## src/rtl/if_prefetch_unit.sv

```systemverilog
// ----------------------------------------------------------------------------
// if_prefetch_unit
//
// Instruction-fetch front end. It generates PCs, reads a synchronous
// instruction ROM that has one cycle of read latency, and holds the returned
// words in a small prefetch queue. Decode takes them from the queue through a
// valid/ready handshake. Any control-flow change arrives as one redirect:
// the redirect flushes the queue, squashes the response that is in flight,
// and restarts fetch at the target.
//
// Parameters
//   ISA_WIDTH   instruction / PC width
//   ADDR_WIDTH  ROM word-address width (ROM address = PC[ADDR_WIDTH+1:2])
//   RESET_PC    PC loaded on reset
//   Q_DEPTH     prefetch queue entries (power of two, >= 2)
//
// Ports
//   clock           single clock, rising edge
//   reset           asynchronous, active-low reset
//   redirect_valid  control-flow change this cycle
//   redirect_pc     redirect target
//   imem_en         ROM read request (combinational)
//   imem_addr       ROM word address (combinational)
//   imem_rdata      ROM data, valid the cycle after imem_en
//   out_valid       queue head holds an instruction
//   out_ready       decode accepts the head
//   out_instr       head instruction
//   out_pc          head PC
//   out_link_addr   head PC + 4
//   misalign_err    sticky misaligned-redirect flag
//
// Optional feature: define IF_MISALIGN_CHECK_EN to flag misaligned redirect
// targets and halt fetch until an aligned redirect arrives. Without the
// macro, the two low bits of the target are forced to zero and misalign_err
// stays 0.
// ----------------------------------------------------------------------------
module if_prefetch_unit #(
    parameter int unsigned          ISA_WIDTH  = 32,
    parameter int unsigned          ADDR_WIDTH = 14,
    parameter logic [ISA_WIDTH-1:0] RESET_PC   = '0,
    parameter int unsigned          Q_DEPTH    = 4
) (
    input  logic                  clock,
    input  logic                  reset,
    input  logic                  redirect_valid,
    input  logic [ISA_WIDTH-1:0]  redirect_pc,
    output logic                  imem_en,
    output logic [ADDR_WIDTH-1:0] imem_addr,
    input  logic [ISA_WIDTH-1:0]  imem_rdata,
    output logic                  out_valid,
    input  logic                  out_ready,
    output logic [ISA_WIDTH-1:0]  out_instr,
    output logic [ISA_WIDTH-1:0]  out_pc,
    output logic [ISA_WIDTH-1:0]  out_link_addr,
    output logic                  misalign_err
);

    localparam int unsigned          PTR_W     = $clog2(Q_DEPTH);
    localparam int unsigned          CNT_W     = PTR_W + 1;
    localparam logic [CNT_W:0]       DEPTH_L   = (CNT_W + 1)'(Q_DEPTH);
    localparam logic [ISA_WIDTH-1:0] WORD_STEP = ISA_WIDTH'(4);

    logic [ISA_WIDTH-1:0] fetch_pc_q, fetch_pc_d;
    logic                 inflight_q, inflight_d;
    logic [ISA_WIDTH-1:0] tag_q, tag_d;

    logic [ISA_WIDTH-1:0] q_instr_q [Q_DEPTH];
    logic [ISA_WIDTH-1:0] q_pc_q    [Q_DEPTH];
    logic [PTR_W-1:0]     rd_ptr_q, rd_ptr_d;
    logic [PTR_W-1:0]     wr_ptr_q, wr_ptr_d;
    logic [CNT_W-1:0]     count_q, count_d;

    // Last head seen; shown while the queue is empty so the head outputs
    // do not wander onto stale storage.
    logic [ISA_WIDTH-1:0] hold_instr_q, hold_instr_d;
    logic [ISA_WIDTH-1:0] hold_pc_q, hold_pc_d;
    logic [ISA_WIDTH-1:0] hold_link_q, hold_link_d;

    logic [ISA_WIDTH-1:0] target_pc;
    logic                 halt;
    logic [CNT_W:0]       occ;
    logic                 issue;
    logic                 push;
    logic                 pop;
    logic [ISA_WIDTH-1:0] head_instr;
    logic [ISA_WIDTH-1:0] head_pc;

    // ------------------------------------------------------------------
    // Redirect target handling
    // ------------------------------------------------------------------
`ifdef IF_MISALIGN_CHECK_EN
    logic misalign_q, misalign_d;

    assign target_pc    = redirect_pc;
    assign halt         = misalign_q;
    assign misalign_err = misalign_q;

    // Each redirect overwrites the flag. An aligned target therefore clears
    // it and a misaligned one sets it.
    always_comb begin
        misalign_d = misalign_q;
        if (redirect_valid) begin
            misalign_d = |redirect_pc[1:0];
        end
    end

    always_ff @(posedge clock or negedge reset) begin
        if (!reset) begin
            misalign_q <= 1'b0;
        end else begin
            misalign_q <= misalign_d;
        end
    end
`else
    logic unused_redirect_lsb;

    assign unused_redirect_lsb = ^redirect_pc[1:0];
    assign target_pc           = {redirect_pc[ISA_WIDTH-1:2], 2'b00};
    assign halt                = 1'b0;
    assign misalign_err        = 1'b0;
`endif

    // ------------------------------------------------------------------
    // Issue / response / pop decisions
    // ------------------------------------------------------------------
    // Occupancy counts the in-flight word. A response always has a free slot
    // waiting for it, so a push can never overflow the queue.
    assign occ   = {1'b0, count_q} + {{CNT_W{1'b0}}, inflight_q};
    assign issue = reset && !redirect_valid && !halt && (occ < DEPTH_L);
    assign push  = inflight_q && !redirect_valid;
    assign pop   = out_valid && out_ready && !redirect_valid;

    assign imem_en   = issue;
    assign imem_addr = reset ? fetch_pc_q[ADDR_WIDTH+1:2] : '0;

    assign head_instr = q_instr_q[rd_ptr_q];
    assign head_pc    = q_pc_q[rd_ptr_q];

    assign out_valid     = (count_q != '0);
    assign out_instr     = out_valid ? head_instr : hold_instr_q;
    assign out_pc        = out_valid ? head_pc : hold_pc_q;
    assign out_link_addr = out_valid ? (head_pc + WORD_STEP) : hold_link_q;

    // ------------------------------------------------------------------
    // Next-state logic
    // ------------------------------------------------------------------
    always_comb begin
        fetch_pc_d   = fetch_pc_q;
        inflight_d   = issue;
        tag_d        = tag_q;
        rd_ptr_d     = rd_ptr_q;
        wr_ptr_d     = wr_ptr_q;
        count_d      = count_q;
        hold_instr_d = hold_instr_q;
        hold_pc_d    = hold_pc_q;
        hold_link_d  = hold_link_q;

        if (out_valid) begin
            hold_instr_d = head_instr;
            hold_pc_d    = head_pc;
            hold_link_d  = head_pc + WORD_STEP;
        end

        if (redirect_valid) begin
            // A redirect overrides a pop in the same cycle. Flushing the
            // queue makes that pop irrelevant.
            fetch_pc_d = target_pc;
            rd_ptr_d   = '0;
            wr_ptr_d   = '0;
            count_d    = '0;
        end else begin
            if (issue) begin
                fetch_pc_d = fetch_pc_q + WORD_STEP;
                tag_d      = fetch_pc_q;
            end
            if (push) begin
                wr_ptr_d = wr_ptr_q + PTR_W'(1);
            end
            if (pop) begin
                rd_ptr_d = rd_ptr_q + PTR_W'(1);
            end
            count_d = count_q + CNT_W'(push) - CNT_W'(pop);
        end
    end

    // ------------------------------------------------------------------
    // State registers
    // ------------------------------------------------------------------
    always_ff @(posedge clock or negedge reset) begin
        if (!reset) begin
            fetch_pc_q   <= RESET_PC;
            inflight_q   <= 1'b0;
            tag_q        <= '0;
            rd_ptr_q     <= '0;
            wr_ptr_q     <= '0;
            count_q      <= '0;
            hold_instr_q <= '0;
            hold_pc_q    <= '0;
            hold_link_q  <= '0;
        end else begin
            fetch_pc_q   <= fetch_pc_d;
            inflight_q   <= inflight_d;
            tag_q        <= tag_d;
            rd_ptr_q     <= rd_ptr_d;
            wr_ptr_q     <= wr_ptr_d;
            count_q      <= count_d;
            hold_instr_q <= hold_instr_d;
            hold_pc_q    <= hold_pc_d;
            hold_link_q  <= hold_link_d;
        end
    end

    // Queue storage needs no reset: only entries below count_q are ever
    // shown, and each of them was written by a push.
    always_ff @(posedge clock) begin
        if (push) begin
            q_instr_q[wr_ptr_q] <= imem_rdata;
            q_pc_q[wr_ptr_q]    <= tag_q;
        end
    end

endmodule

```

## config.mk

```make
export PLATFORM = sky130hd
export DESIGN_NAME = if_prefetch_unit
export DESIGN_NICKNAME = d
export VERILOG_FILES = /design/src/rtl/if_prefetch_unit.sv
export SDC_FILE = /design/constraint.sdc
export NUM_CORES = 1
export LEC_CHECK = 0
export ABC_AREA = 1
export BUFFER_PORTS_ARGS = -buffer_cell sky130_fd_sc_hd__buf_2
export CORE_AREA = 5 5 216 218
export CTS_BUF_LIST = sky130_fd_sc_hd__clkbuf_8
export CTS_CLUSTER_DIAMETER = 100
export CTS_CLUSTER_SIZE = 14
export DETAILED_ROUTE_END_ITERATION = 16
export DIE_AREA = 0 0 221 223
export HOLD_SLACK_MARGIN = 0.08
export PLACE_DENSITY = 0.56
export SLEW_MARGIN = 0
export SYNTH_ARGS = -nofsm -noshare
export SYNTH_HDL_FRONTEND = slang
export SYNTH_SLANG_ARGS = --single-unit
```

## constraint.sdc

```tcl
create_clock -name clock -period 3.72 [get_ports clock]
set_input_delay 0 -clock clock [delete_from_list [all_inputs] [get_ports clock]]
set_output_delay 0 -clock clock [all_outputs]
set_load 0.03 [all_outputs]
```

# == After elaboration in Yosys (flattened, before gate mapping) ==
# Memory sizes are Yosys's and may differ from the RTL's.
# Cells that the tools add are included.
# classes
n_addsub,7
magnitude_cmp,1
muxes,13
bitwise,1
reduce_logical,11
# ops
operator,n
$mux 32,5
$add 32x3->32 const B,2
$mux 14,1
$mux 2,4
$reduce_bool 2->1,3
$logic_and 1x1->1,5
$add 2x1->2 const B,2
$add 3x1->4,1
$lt 4x3->1 const B,1
$add 3x1->3,1
$mux 3,1
$reduce_bool 3->1,1
$sub 3x1->3,1
$mux 1,2
$reduce_and 2->1,1
$logic_not 1->1,1
$not 1->1,1
# totals
regBits,168
ram_bits,256
inputBits,68
out_inout_bits,113
word_cells,44
n_memories,2
# mem_list
name,depth,word_bits,rd,rd_ports_with_merged_regs,wr,line,rtl
q_instr_q,4,32,1,0,1,67,logic [ISA_WIDTH-1:0] q_instr_q [Q_DEPTH];
q_pc_q,4,32,1,0,1,68,logic [ISA_WIDTH-1:0] q_pc_q [Q_DEPTH];

# == Logic depth before layout (Yosys ltp) ==
# depth
depth_word,5
mapped_depth,15
depth_no_buf,14

# == Worst setup path after synthesis ==
# OpenSTA, ideal clock, no wires.
# synth_timing
kind,flip-flop to flip-flop
from,register wr_ptr_q[0]
to,memory q_instr_q[2][0] (enable)
setup_time_ps,482
arrival_time_ps,3234
t_required_ps,3238
setup_slack_ps,4
path_stages_with_launch,5
n_path_buf,0
synth_period_minus_slack_ps,3716
cell_sequence,dfrtp_1 inv_1 ha_1 inv_1 nor2_1
# synth_rtl
item,line,rtl
start: declaration,70,"logic [PTR_W-1:0] wr_ptr_q, wr_ptr_d;"
start signal: assignment,205,wr_ptr_q <= wr_ptr_d;
end: declaration,67,
# Straight into the memory's write port.

# == Worst setup path in the final report ==
# layout_timing
from,register rd_ptr_q[0]
to,output port out_link_addr[14]
# layout_between
elab_chain_cells,3
# layout_lines
item,line,rtl
start: declaration,69,"logic [PTR_W-1:0] rd_ptr_q, rd_ptr_d;"
start signal: assignment,204,rd_ptr_q <= rd_ptr_d;
$mem_v2 4x32,--,
$add 32x3->32,142,assign out_link_addr = out_valid ? (head_pc + WORD_STEP) : hold_link_q;
$mux 32,--,
end: declaration,54,"output logic [ISA_WIDTH-1:0] out_link_addr,"
# No other way between the ends.

==> impl_metrics.ini <==
[layout]
final_cell_mix = 480 x nand2_1, 277 x nor2_1, 248 x edfxtp_1
layout_commonest_cell = nand2_1
layout-drive-gt1-share_pct = 12.8
nNetsFinal = 2107
fillers = 4341
area_growth_pct = 18.0
diodes = 0

[worst_setup_path]
r2r_end = fetch_pc_q[14]$_DFFE_PN0P_
slowest_stage = dfrtp_4
startpoint_type = flip-flop
cp_common_cell = nand2_1
crit_chain = buf_16, nand2_1, nand2_1, nand2_1, nand2_1, ha_1, nand2_1, nor2_2, nand2_2, nor2_1, nand3_1, o211ai_1, buf_2
cp_slowest_stage_delay_ns = 0.46
critPathCaptureType = output port
cp_data_required_time_ns = 3.72
r2r-start = count_q[1]$_DFF_PN0_
crit_type = flip-flop to output port
reg2regPathDepth = 10
ff2ff_setup_slack_ns = 0.87
crit_arrival_ns = 3.36
critPathMaxFanout = 129

[power]
leakagePower_nw = 8.81
finalPower_mw = 15.0
powerDensity_mw_per_mm2 = 727
ir_worst_vdd_mv = 0.480

[timing]
setup_viol_count_final = 0
period_share_pct = 90.3
fin_crit_ns = 3.36
finalSetupTns_ns = 0
relSlewSlack_pct = 36.8
rsz0062_at_grt = false
fin_worst_skew_ns = 0.0263
max_freq_mhz = 298
drv_slew = 0
worst_pin_slew_ns = 0.948
finalHoldViolCount = 0

[synthesis]
synth_seq_cells = 412
yosysWarnings = 0
synth_area_leaders = edfxtp_1 43%, dfrtp_1 23%, nand2_1 10%
synth_top_area_share_pct = 42.5
synth_compound_area_share_pct = 6.55
synth_mux_area_share_pct = 0
synth_top_family_by_area = simple AND/OR/NAND/NOR gates
ys_types = 34
seq_area_frac_synth_pct = 65.9
synth_top_cell_by_area = edfxtp_1
syn-num-nets = 1852
synth_fa_ha_area_share_pct = 0.757
synthSimpleGateAreaFrac_pct = 20.6
synthXorXnorAreaFrac_pct = 1.10
syn-cell-area_mm2 = 0.0175
syn_area_per_cell_um2 = 9.87
syn_inst = 1774

[outcome]
status = completed

[clock_tree]
htreeDepth = 2
post_cts_buffers = 0
clk_latency_ns = 0.58
ctsLongestPathBuffers = 3
cts_root_buf = clkbuf_8
numCtsBuffers = 35
clkSinkCount = 412
cts_tree = yes
clk_pin_slew_ns = 0.09

[placed_design]
place_congestion = 0.838
dp_hpwl_mm = 27.7
portBuffers = 177

[grt]
grt_pass1_wl_mm = 69.9
overflow = 0
grt_usage_pct = 17.5
grt_pass1_vias = 12500
antenna_found_initial = 0
grt_start_max_net_pins = 130

[worst_hold_path]
min_path_type = input port to flip-flop
holdPathEnd = q_instr_q[0][30]$_DFFE_PP_
holdPathStages = 2
holdCritStartpoint = imem_rdata[30]

[detailed_routing]
viasPerCell = 4.84
wl_per_cell_um = 16.5
drc = 0
vias = 12800
drtPass1Iterations = 5
drt-total-wl_mm = 43.9
drt-initial-drc-count = 809
ant_nets = 0

[floorplan]
dieArea_mm2 = 0.0493
coreArea_mm2 = 0.0447
start_util_pct = 39.2
row_count = 78
ios = 181
chipWidth_um = 221
die_h_um = 223

[flow_run]
cap_viol_max_count = 0
-- synth_stat cells --
master / number
clkbuf_1: 40
o221ai_1: 7
ha_1: 9
a32o_1: 1
xor2_1: 21
edfxtp_1: 248
dfrtp_1: 164
a21oi_1: 17
buf_6: 2
nor3_1: 9
fa_1: 1
buf_2: 27
buf_1: 5
inv_2: 5
or2_2: 1
o21ai_1: 3
o21ai_0: 132
inv_1: 129
o211ai_1: 9
buf_4: 6
clkinv_1: 1
o21bai_1: 3
a31oi_1: 36
nand4_1: 11
xnor2_1: 1
nand2_1: 481
nor3_2: 1
nor4_1: 1
nor2_2: 5
nor2_1: 282
conb_1: 1
nand2_2: 1
nand3b_1: 1
nand3_1: 113
-- sequential cells by signal (all words and copies together) (netlist names), 3 cells and up --
| signal | flops |
|---|---|
| count_q | 3 |
| tag_q | 30 |
| hold_link_q | 32 |
| q_pc_q | 120 |
| hold_instr_q | 32 |
| hold_pc_q | 32 |
| q_instr_q | 128 |
| fetch_pc_q | 30 |
-- area by class of cell --
type	instances	area, um2	share of cell area, %
multi-input combinational	1147	5130	24.8
timing repair buffer	298	2120	10.2
sequential	412	11600	55.9
clock buffer	35	482	2.33
tap	600	751	3.63
inverter	135	510	2.47
clock inverter	27	118	0.569
-- timing repair --
action                                  in CTS  in global routing
endpoints found under the hold margin      328                  0
endpoints found under the setup margin       0                  4
resized for setup                            0                  3
hold buffers                                97                  0
-- per-stage QoR --
step           instance area, um2  hold WS (ns)  instances  utilization [%]  worst slack (ns)
2_1_floorplan               17500        -0.296       1774                -           0.00389
4_1_cts                     20600         0.137       2654             46.2             0.238
3_3_place_gp                19100       -0.0479       2495             42.7             0.926
6_report                    20700         0.189       2654             46.2             0.362
5_1_grt                     20700         0.161       2654             46.2            0.0321
3_5_place_dp                19100       -0.0453       2495             42.7             0.897
-- logic make-up after synthesis --
logic type	after synthesis
simple gates	906
flops	412
buf+inv	215
compound gates	208
xor+xnor	22
fa+ha+maj	10
other cells	1
-- layer usage --
metal	share of wire, %	vias up	track usage (%)	routed length [um]
li1	-	6356	-	-
met1	47	6137	24.8	20800
met2	46	284	28.3	20200
met3	4.5	56	2.97	1980
met4	2.1	0	4.32	913
met5	0	-	0	0
-- worst max-delay path: cells and delay by family, from the launching register on --
family	cells	cell delay [ns]
AOI/OAI and AO/OA	1	0.13
adders and majority gates	1	0.19
buffers and inverters	2	0.68
DFF	1	0.46
and+or+nand+nor	9	1.25
-- worst max-delay path by stage --
stage | startpoint | end | slack, ns | depth (start not counted)
finish | rd_ptr_q[0]$_DFFE_PN0P_ | out_link_addr[14] | 0.36 | 13
global route | rd_ptr_q[0]$_DFFE_PN0P_ | out_link_addr[14] | 0.03 | 13
CTS | rd_ptr_q[1]$_DFFE_PN0P_ | out_link_addr[29] | 0.24 | 12
detailed placement | rd_ptr_q[1]$_DFFE_PN0P_ | out_link_addr[29] | 0.90 | 12
global placement | rd_ptr_q[1]$_DFFE_PN0P_ | out_link_addr[29] | 0.93 | 12
floorplan | wr_ptr_q[0]$_DFFE_PN0P_ | q_instr_q[2][0]$_DFFE_PP_ | 0.004 | 4
-- power by group --
part / internal, mW / leakage (nW) / switching [mW] / total, mW
combinational: 1.65 / 4.22 / 4.73 / 6.38
clock: 0.895 / 0.379 / 1.50 / 2.39
sequential: 5.79 / 4.21 / 0.464 / 6.25
Note: power is estimated with default switching activity, not from simulation.
